==> config.mk <==
export PLATFORM = sky130hd
export DESIGN_NAME = md6_step_sched
export DESIGN_NICKNAME = d
export VERILOG_FILES = /design/src/rtl/md6_step_sched.sv
export SDC_FILE = /design/constraint.sdc
export NUM_CORES = 1
export LEC_CHECK = 0
export ABC_AREA = 1
export ABC_CLOCK_PERIOD_IN_PS = 3150
export CORE_AREA = 2 2 140 142
export CTS_CLUSTER_SIZE = 8
export DETAILED_ROUTE_END_ITERATION = 12
export DIE_AREA = 0 0 142 144
export PLACE_DENSITY = 0.83
export SLEW_MARGIN = 0
export SYNTH_ARGS = -nofsm -noshare
export SYNTH_HDL_FRONTEND = slang
export SYNTH_SLANG_ARGS = --single-unit
export TNS_END_PERCENT = 30
==> constraint.sdc <==
create_clock -name clk -period 3.15 [get_ports clk]
set_clock_uncertainty 0.15 [all_clocks]
set_input_delay 0.4725 -clock clk [delete_from_list [all_inputs] [get_ports clk]]
set_output_delay 0.4725 -clock clk [all_outputs]
set_load 0.03 [all_outputs]
==> src/rtl/md6_step_sched.sv <==
// md6_step_sched
//   Step scheduler for the MD6 compression-function datapath. A start request
//   sequences 16*rounds compression steps. Each step presents its index, the
//   right/left shift amounts from the packed 16-slot tables, and the current
//   round constant S, through a valid/ready handshake.
//
// Build option:
//   MD6_SCHED_ABORT_EN - adds the abort input. Abort in RUN returns to IDLE
//                        with no done pulse.
//
// Ports:
//   clk, rst            - clock, asynchronous active-high reset
//   start, rounds       - start request (IDLE only), round count
//   rshift, lshift      - packed shift tables, slot k = [8k+7:8k]
//   step_ready          - datapath accepts the current step
//   step_valid          - step fields valid (RUN)
//   step_idx            - step number from 0
//   r_amt, l_amt        - shift amounts for the current step (0 outside RUN)
//   s_const             - round constant for the current step
//   last_step           - final step presented
//   busy, done          - high in RUN/DONE; one-cycle completion pulse
//   abort               - (MD6_SCHED_ABORT_EN only) cancel the current run
module md6_step_sched #(
   parameter int unsigned ROUNDS_W = 8,
   parameter logic [63:0] S0       = 64'h0123456789ABCDEF,
   parameter logic [63:0] SSTAR    = 64'h7311C2812425CFA0
) (
   input  logic                  clk,
   input  logic                  rst,
   input  logic                  start,
   input  logic [ROUNDS_W-1:0]   rounds,
   input  logic [127:0]          rshift,
   input  logic [127:0]          lshift,
   input  logic                  step_ready,
   output logic                  step_valid,
   output logic [ROUNDS_W+3:0]   step_idx,
   output logic [7:0]            r_amt,
   output logic [7:0]            l_amt,
   output logic [63:0]           s_const,
   output logic                  last_step,
   output logic                  busy,
   output logic                  done
`ifdef MD6_SCHED_ABORT_EN
   ,
   input  logic                  abort
`endif
);

   typedef enum logic [1:0] {ST_IDLE, ST_RUN, ST_DONE} state_t;

   state_t                r_state;
   state_t                w_next;
   logic [ROUNDS_W+3:0]   r_idx;
   logic [ROUNDS_W+3:0]   r_total;
   logic [63:0]           r_s;
   logic                  w_last;
   logic                  w_accept;
   logic                  w_abort;
   logic                  w_load;

`ifdef MD6_SCHED_ABORT_EN
   assign w_abort = abort;
`else
   assign w_abort = 1'b0;
`endif

   assign w_last = (r_idx == (r_total - 1'b1));

   always_ff @(posedge clk or posedge rst) begin
      if (rst) r_state <= ST_IDLE;
      else     r_state <= w_next;
   end

   always_comb begin
      w_next     = r_state;
      w_accept   = 1'b0;
      w_load     = 1'b0;
      step_valid = 1'b0;
      last_step  = 1'b0;
      busy       = 1'b0;
      done       = 1'b0;
      r_amt      = '0;
      l_amt      = '0;
      case (r_state)
         ST_IDLE: begin
            if (start) begin
               w_load = (rounds != '0);
               w_next = (rounds != '0) ? ST_RUN : ST_DONE;
            end
         end
         ST_RUN: begin
            step_valid = 1'b1;
            busy       = 1'b1;
            last_step  = w_last;
            r_amt      = rshift[{r_idx[3:0], 3'b000} +: 8];
            l_amt      = lshift[{r_idx[3:0], 3'b000} +: 8];
            // Abort wins over a simultaneous acceptance.
            w_accept   = step_ready && !w_abort;
            if (w_abort)               w_next = ST_IDLE;
            else if (w_accept && w_last) w_next = ST_DONE;
         end
         ST_DONE: begin
            busy   = 1'b1;
            done   = 1'b1;
            w_next = ST_IDLE;
         end
         default: w_next = ST_IDLE;
      endcase
   end

   always_ff @(posedge clk or posedge rst) begin
      if (rst) begin
         r_idx   <= '0;
         r_total <= '0;
         r_s     <= S0;
      end else if (w_load) begin
         r_idx   <= '0;
         r_total <= {rounds, 4'b0000};
         r_s     <= S0;
      end else if (w_accept && !w_last) begin
         r_idx <= r_idx + 1'b1;
         // Round boundary: S <- rotl1(S) ^ (S & S*)
         if (r_idx[3:0] == 4'hF)
            r_s <= {r_s[62:0], r_s[63]} ^ (r_s & SSTAR);
      end
   end

   assign step_idx = r_idx;
   assign s_const  = r_s;

endmodule

# Yosys cells after proc, flatten, opt, wreduce, memory -nomap -nowiden
# Cells that the tools add are included.
totals:
  regBits: 86
  latchBits: 0
  ram_bits: 0
  rom_bits: 0
  inputBits: 268
  output_inout_bits: 96
  elab_cells: 43
  mem_count: 0
classes:
  addsub: 2
  n_mul: 0
  div_mod_pow: 0
  order_cmp: 0
  n_eq_ne: 6
  shifts: 2
  mux: 18
  bitwise: 1
  reduce_logical: 10
ops:
  columns: ["op", "count"]
  rows:
  - ["$shiftx 128x8->8", 2]
  - ["$mux 64", 3]
  - ["$xor 64x63->64", 1]
  - ["$mux 12", 2]
  - ["$mux 8", 2]
  - ["$add 12x1->12 const B", 1]
  - ["$eq 12x12->1", 1]
  - ["$sub 12x1->12 const B", 1]
  - ["$reduce_bool 8->1", 1]
  - ["$mux 1", 7]
  - ["$mux 2", 3]
  - ["$eq 4x4->1 const B", 1]
  - ["$ne 2x2->1 const B", 2]
  - ["$pmux 2 s2", 1]
  - ["$reduce_and 2->1", 2]
  - ["$reduce_bool 2->1", 2]
  - ["$eq 2x1->1 const B", 1]
  - ["$eq 2x2->1 const B", 1]
  - ["$logic_and 1x1->1", 2]
  - ["$logic_not 2->1", 1]
  - ["$reduce_or 2->1", 1]
  - ["$logic_not 1->1", 1]

# Logic depth before layout (Yosys ltp)
# Gate-level depths: netlist of the first run.
logic_depth:
  depth_word: 6
  mapped_depth: 16
  ltp_nobuf: 15

# Least setup slack after synthesis of the first run
# Ideal clock, no wire load.
synth_path:
  path_kind: "register -> output"
  start: "reg r_idx[0] (netlist: step_idx[0])"
  end: "out r_amt[3]"
  arrival_time_ps: 2089
  required_time_ps: 2527
  setup_slack_ps: 438
  stages_incl_launch_ff: 9
  path_buffers: 3
  path_cell_list: "dfrtp_1 buf_2 inv_1 buf_2 clkbuf_1 nor2_1 o221ai_1 o211ai_1 a31oi_1"
synth_via:
  elab_chain_cells: 2
synth_rtl:
  columns: ["element", "line_no", "text"]
  rows:
  - ["start: declaration", "53", "logic [ROUNDS_W+3:0] r_idx;"]
  - ["start signal: assignment", "121", "r_idx <= r_idx + 1'b1;"]
  - ["$shiftx 128x8->8", "95", "r_amt = rshift[{r_idx[3:0], 3'b000} +: 8];"]
  - ["$mux 8", "84", "case (r_state)"]
  - ["end: declaration", "37", "output logic [7:0] r_amt,"]
# Every way passes these cells.

# Worst setup path after layout of the first run
# Same ends and word-level chain as after synthesis.

==> results.sh, run 1 <==
export IMPL_outcome="finished, final reports clean"
export IMPL_via_per_inst=5.26
export IMPL_die_height_um=144
export IMPL_dieArea_um2=20400
export IMPL_cts_setup_buffers=0
export IMPL_core_area_um2=19100
export IMPL_slew_violations=0
export IMPL_vias=8627
export IMPL_rows=51
export IMPL_endpoint_kind="output port"
export IMPL_grt_pass1_wl_um=44500
export IMPL_dp_final_hpwl_um=21900
export IMPL_postSynthAreaPerCell_um2=6.50
export IMPL_antenna_left=0
export IMPL_cts_buffer_depth=2
export IMPL_drv_cap=0
export IMPL_drtPass1Iterations=5
export IMPL_critPathTopFamily="buffers and inverters"
export IMPL_crit_path_cell_trace="clkinv_2 > buf_12 > nor2_1 > o22ai_1 > nand2_1 > a31oi_1 > dlygate4sd2_1"
export IMPL_period_needed_ps=3090
export IMPL_finalHoldViolCount=0
export IMPL_drc=0
export IMPL_synth_seq_cells=86
export IMPL_min_period_over_period_pct=98.1
export IMPL_fmax_mhz=324
export IMPL_cpPeakStageDelay_ps=520
export IMPL_syn_num_nets=1347
export IMPL_grt_max_degree=83
export IMPL_yosysUniqueCellTypes=31
export IMPL_cp_slowest_cell="dfrtp_4"
export IMPL_worst_setup_path_start_kind="flop"
export IMPL_finalWirelength_um=29900
export IMPL_relSlewSlack_pct=60.1
export IMPL_clk_pin_slew_ps=70
export IMPL_die_x_um=142
export IMPL_yosysSeqAreaShare_pct=31.4
export IMPL_power_density_nw_per_um2=814
export IMPL_hp_class="reg -> reg"
export IMPL_synthCells=1074
export IMPL_worst_r2r_cell_count=16
export IMPL_critPathRequiredTime_ps=2530
export IMPL_p_leak_nw=5.05
export IMPL_cts_htree_levels=3
export IMPL_drt_initial_drc_count=537
export IMPL_postCtsHoldBufs=0
export IMPL_insertion_delay_ps=350
export IMPL_cp_num_buf_inv=3
export IMPL_grt_overflow=0
export IMPL_numCtsBuffers=9
export IMPL_fin_nets=1664
export IMPL_tns_ps=0
export IMPL_syn_cell_area_um2=6990
export IMPL_regToRegEndpoint="s_const[18]"
export IMPL_synth_warnings=0
export IMPL_area_delta_synth_final_pct=61.1
export IMPL_cts_root_buf="clkbuf_16"
export IMPL_grt_antenna_before_repair=5
export IMPL_ios=364
export IMPL_hold_start="s_const[42]"
export IMPL_tightest_slew_ps=597
export IMPL_final_util_pct=59.0
export IMPL_drive_above_1_share_pct=9.60
export IMPL_rsz0062_at_grt="no"
export IMPL_gr_usage_all_layers_pct=27.8
export IMPL_setup_violations=0
export IMPL_hold_end="s_const[42]"
export IMPL_cts_sinks=86
export IMPL_r2r_start="r_total[4]"
export IMPL_final_area_um2=11300
export IMPL_port_buffer_count=363
export IMPL_dpl_cell_area_um2=10900
export IMPL_cp_arrival_ps=2470
export IMPL_regToRegSetupSlack_ps=450
export IMPL_criticalPathCategory="reg -> out"
export IMPL_place_congestion=0.994
export IMPL_wl_per_cell_um=18.2
export IMPL_grt_pass1_vias=8160
export IMPL_ir_drop_mv=0.637
export IMPL_initial_core_util_pct=36.6
export IMPL_cts_tree="done"
export IMPL_cp_max_fo=82
export IMPL_hold_depth=2
[worst reg2reg max path, cell delays in order, from the launching register on]
cell	delay [ps]
dfrtp_1	410
inv_2	100
ha_1	230
inv_1	60
nand2_1	70
nand2_1	60
nand2_1	50
nand2_1	70
inv_1	80
nand3_1	90
nor2_1	120
nand3_2	290
nand3_2	210
nand2_2	220
buf_12	250
nand2_1	90
nand2_1	50
[cell usage after synthesis, drive strengths merged]
master / number / share of area, %
nand2: 268 / 15
nor2: 153 / 8.4
o21ai: 147 / 11
nand3: 83 / 6.9
inv: 74 / 4.0
dfrtp: 54 / 19
clkbuf: 47 / 2.5
o22ai: 47 / 4.2
buf: 35 / 3.0
dfstp: 32 / 12
xor2: 23 / 2.9
or2: 21 / 1.9
o221ai: 18 / 2.3
a31oi: 16 / 1.4
xnor2: 15 / 1.9
o211ai: 14 / 1.5
nand4: 13 / 1.2
nor3: 6 / 0.43
ha: 5 / 0.90
a21oi: 1 / 0.072
clkinv: 1 / 0.054
nor4: 1 / 0.090
[sequential cells by signal, indices dropped and copies added, names as in the netlist]
name,cells
r_total,8
s_const,64
step_idx,12
r_state,2
[stage by stage]
| stage | cells | setup WS (ps) | power (W) | hold WS (ps) |
|---|---|---|---|---|
| 2_1_floorplan | 1074 | 359 | 0.00573 | 320 |
| 3_3_place_gp | 1617 | 108 | 0.00793 | 329 |
| 3_5_place_dp | 1617 | 118 | 0.00803 | 336 |
| 4_1_cts | 1633 | 31.5 | 0.00915 | 347 |
| 5_1_grt | 1639 | 2.16 | 0.00983 | 358 |
| 6_report | 1640 | 61.2 | 0.00916 | 343 |
[worst max path at each step]
stage | startpoint | to | slack [ps] | depth (start not counted)
CTS | step_idx[0] | last_step | 30 | 9
global route | step_idx[0] | r_amt[3] | 2 | 7
global placement | rshift[48] | r_amt[0] | 110 | 6
finish | step_idx[0] | r_amt[3] | 60 | 7
detailed placement | rshift[48] | r_amt[0] | 120 | 6
floorplan | rst | r_state[0] | 360 | 1
[power by group]
group          switching (W)  internal [W]
Sequential          0.000451       0.00164
Clock               0.000475      0.000643
Combinational        0.00356       0.00239
Total                0.00449       0.00468
[layout by cell type (no fill, tap or decap), types with 2 or more instances in the layout]
master           count
clkinv_1             2
nor2_1             148
clkdlybuf4s50_1    346
dfstp_2             32
xnor2_1             15
o211ai_1            14
ha_1                 5
clkbuf_16           12
dlygate4sd2_1       10
nand3_1             70
nand4_1             13
o221ai_1            18
xor2_1              23
inv_1               65
or2_2               20
nand2_1            262
nand3_2             13
nor2_2               5
a31oi_1             16
o22ai_1             47
diode_2              6
buf_12              13
inv_6                2
o21ai_0            139
nor3_1               5
inv_2                6
dfrtp_1             52
o21ai_1              8
clkinv_2             2
buf_4               14
nand2_2              5
[cells by family (layout without fill, tap and decap cells)]
family | count (synthesis) | after routing | synth area share (%)
AOI/OAI and AO/OA | 243 | 243 | 20.0
xor gates and xnor gates | 38 | 38 | 4.76
adders and majority gates | 5 | 5 | 0.896
buffers and inverters | 157 | 479 | 9.60
DFF | 86 | 86 | 31.4
other | 0 | 6 | 0
and+or+nand+nor | 545 | 545 | 33.4
[area by class of cell]
| type | instances | area, µm² |
|---|---|---|
| fillers | 1725 | 7830 |
| diodes | 6 | 15.0 |
| inverters | 75 | 284 |
| multi-input cells | 831 | 4140 |
| well taps | 238 | 298 |
| clock buffers | 11 | 275 |
| repair buffers | 388 | 4000 |
| clock inverters | 5 | 42.5 |
| flip-flops and latches | 86 | 2200 |
[layer usage]
layer	part of all wire, %	up-vias	track usage, %	routed length (µm)
li1	-	4200	-	-
met1	40	4039	33.5	12000
met2	48	331	46.8	14300
met3	8.7	57	7.85	2610
met4	3.4	0	11.8	1030
met5	0	-	0	0
[timing repair]
| action | 4_1_cts | 5_1_grt |
|---|---|---|
| pin swaps | 0 | 0 |
| cloned | 0 | 1 |
| hold endpoints to repair | 0 | 0 |
| gates resized for setup | 14 | 8 |
| setup endpoints to repair | 13 | 3 |
Note: power is estimated with default switching activity, not from simulation.
==> run 2: changes to the inputs <==
CAP_MARGIN = 20   (was default)
==> results of run 2 <==
Final layout, timing and power as in run 1 (identical DEF).
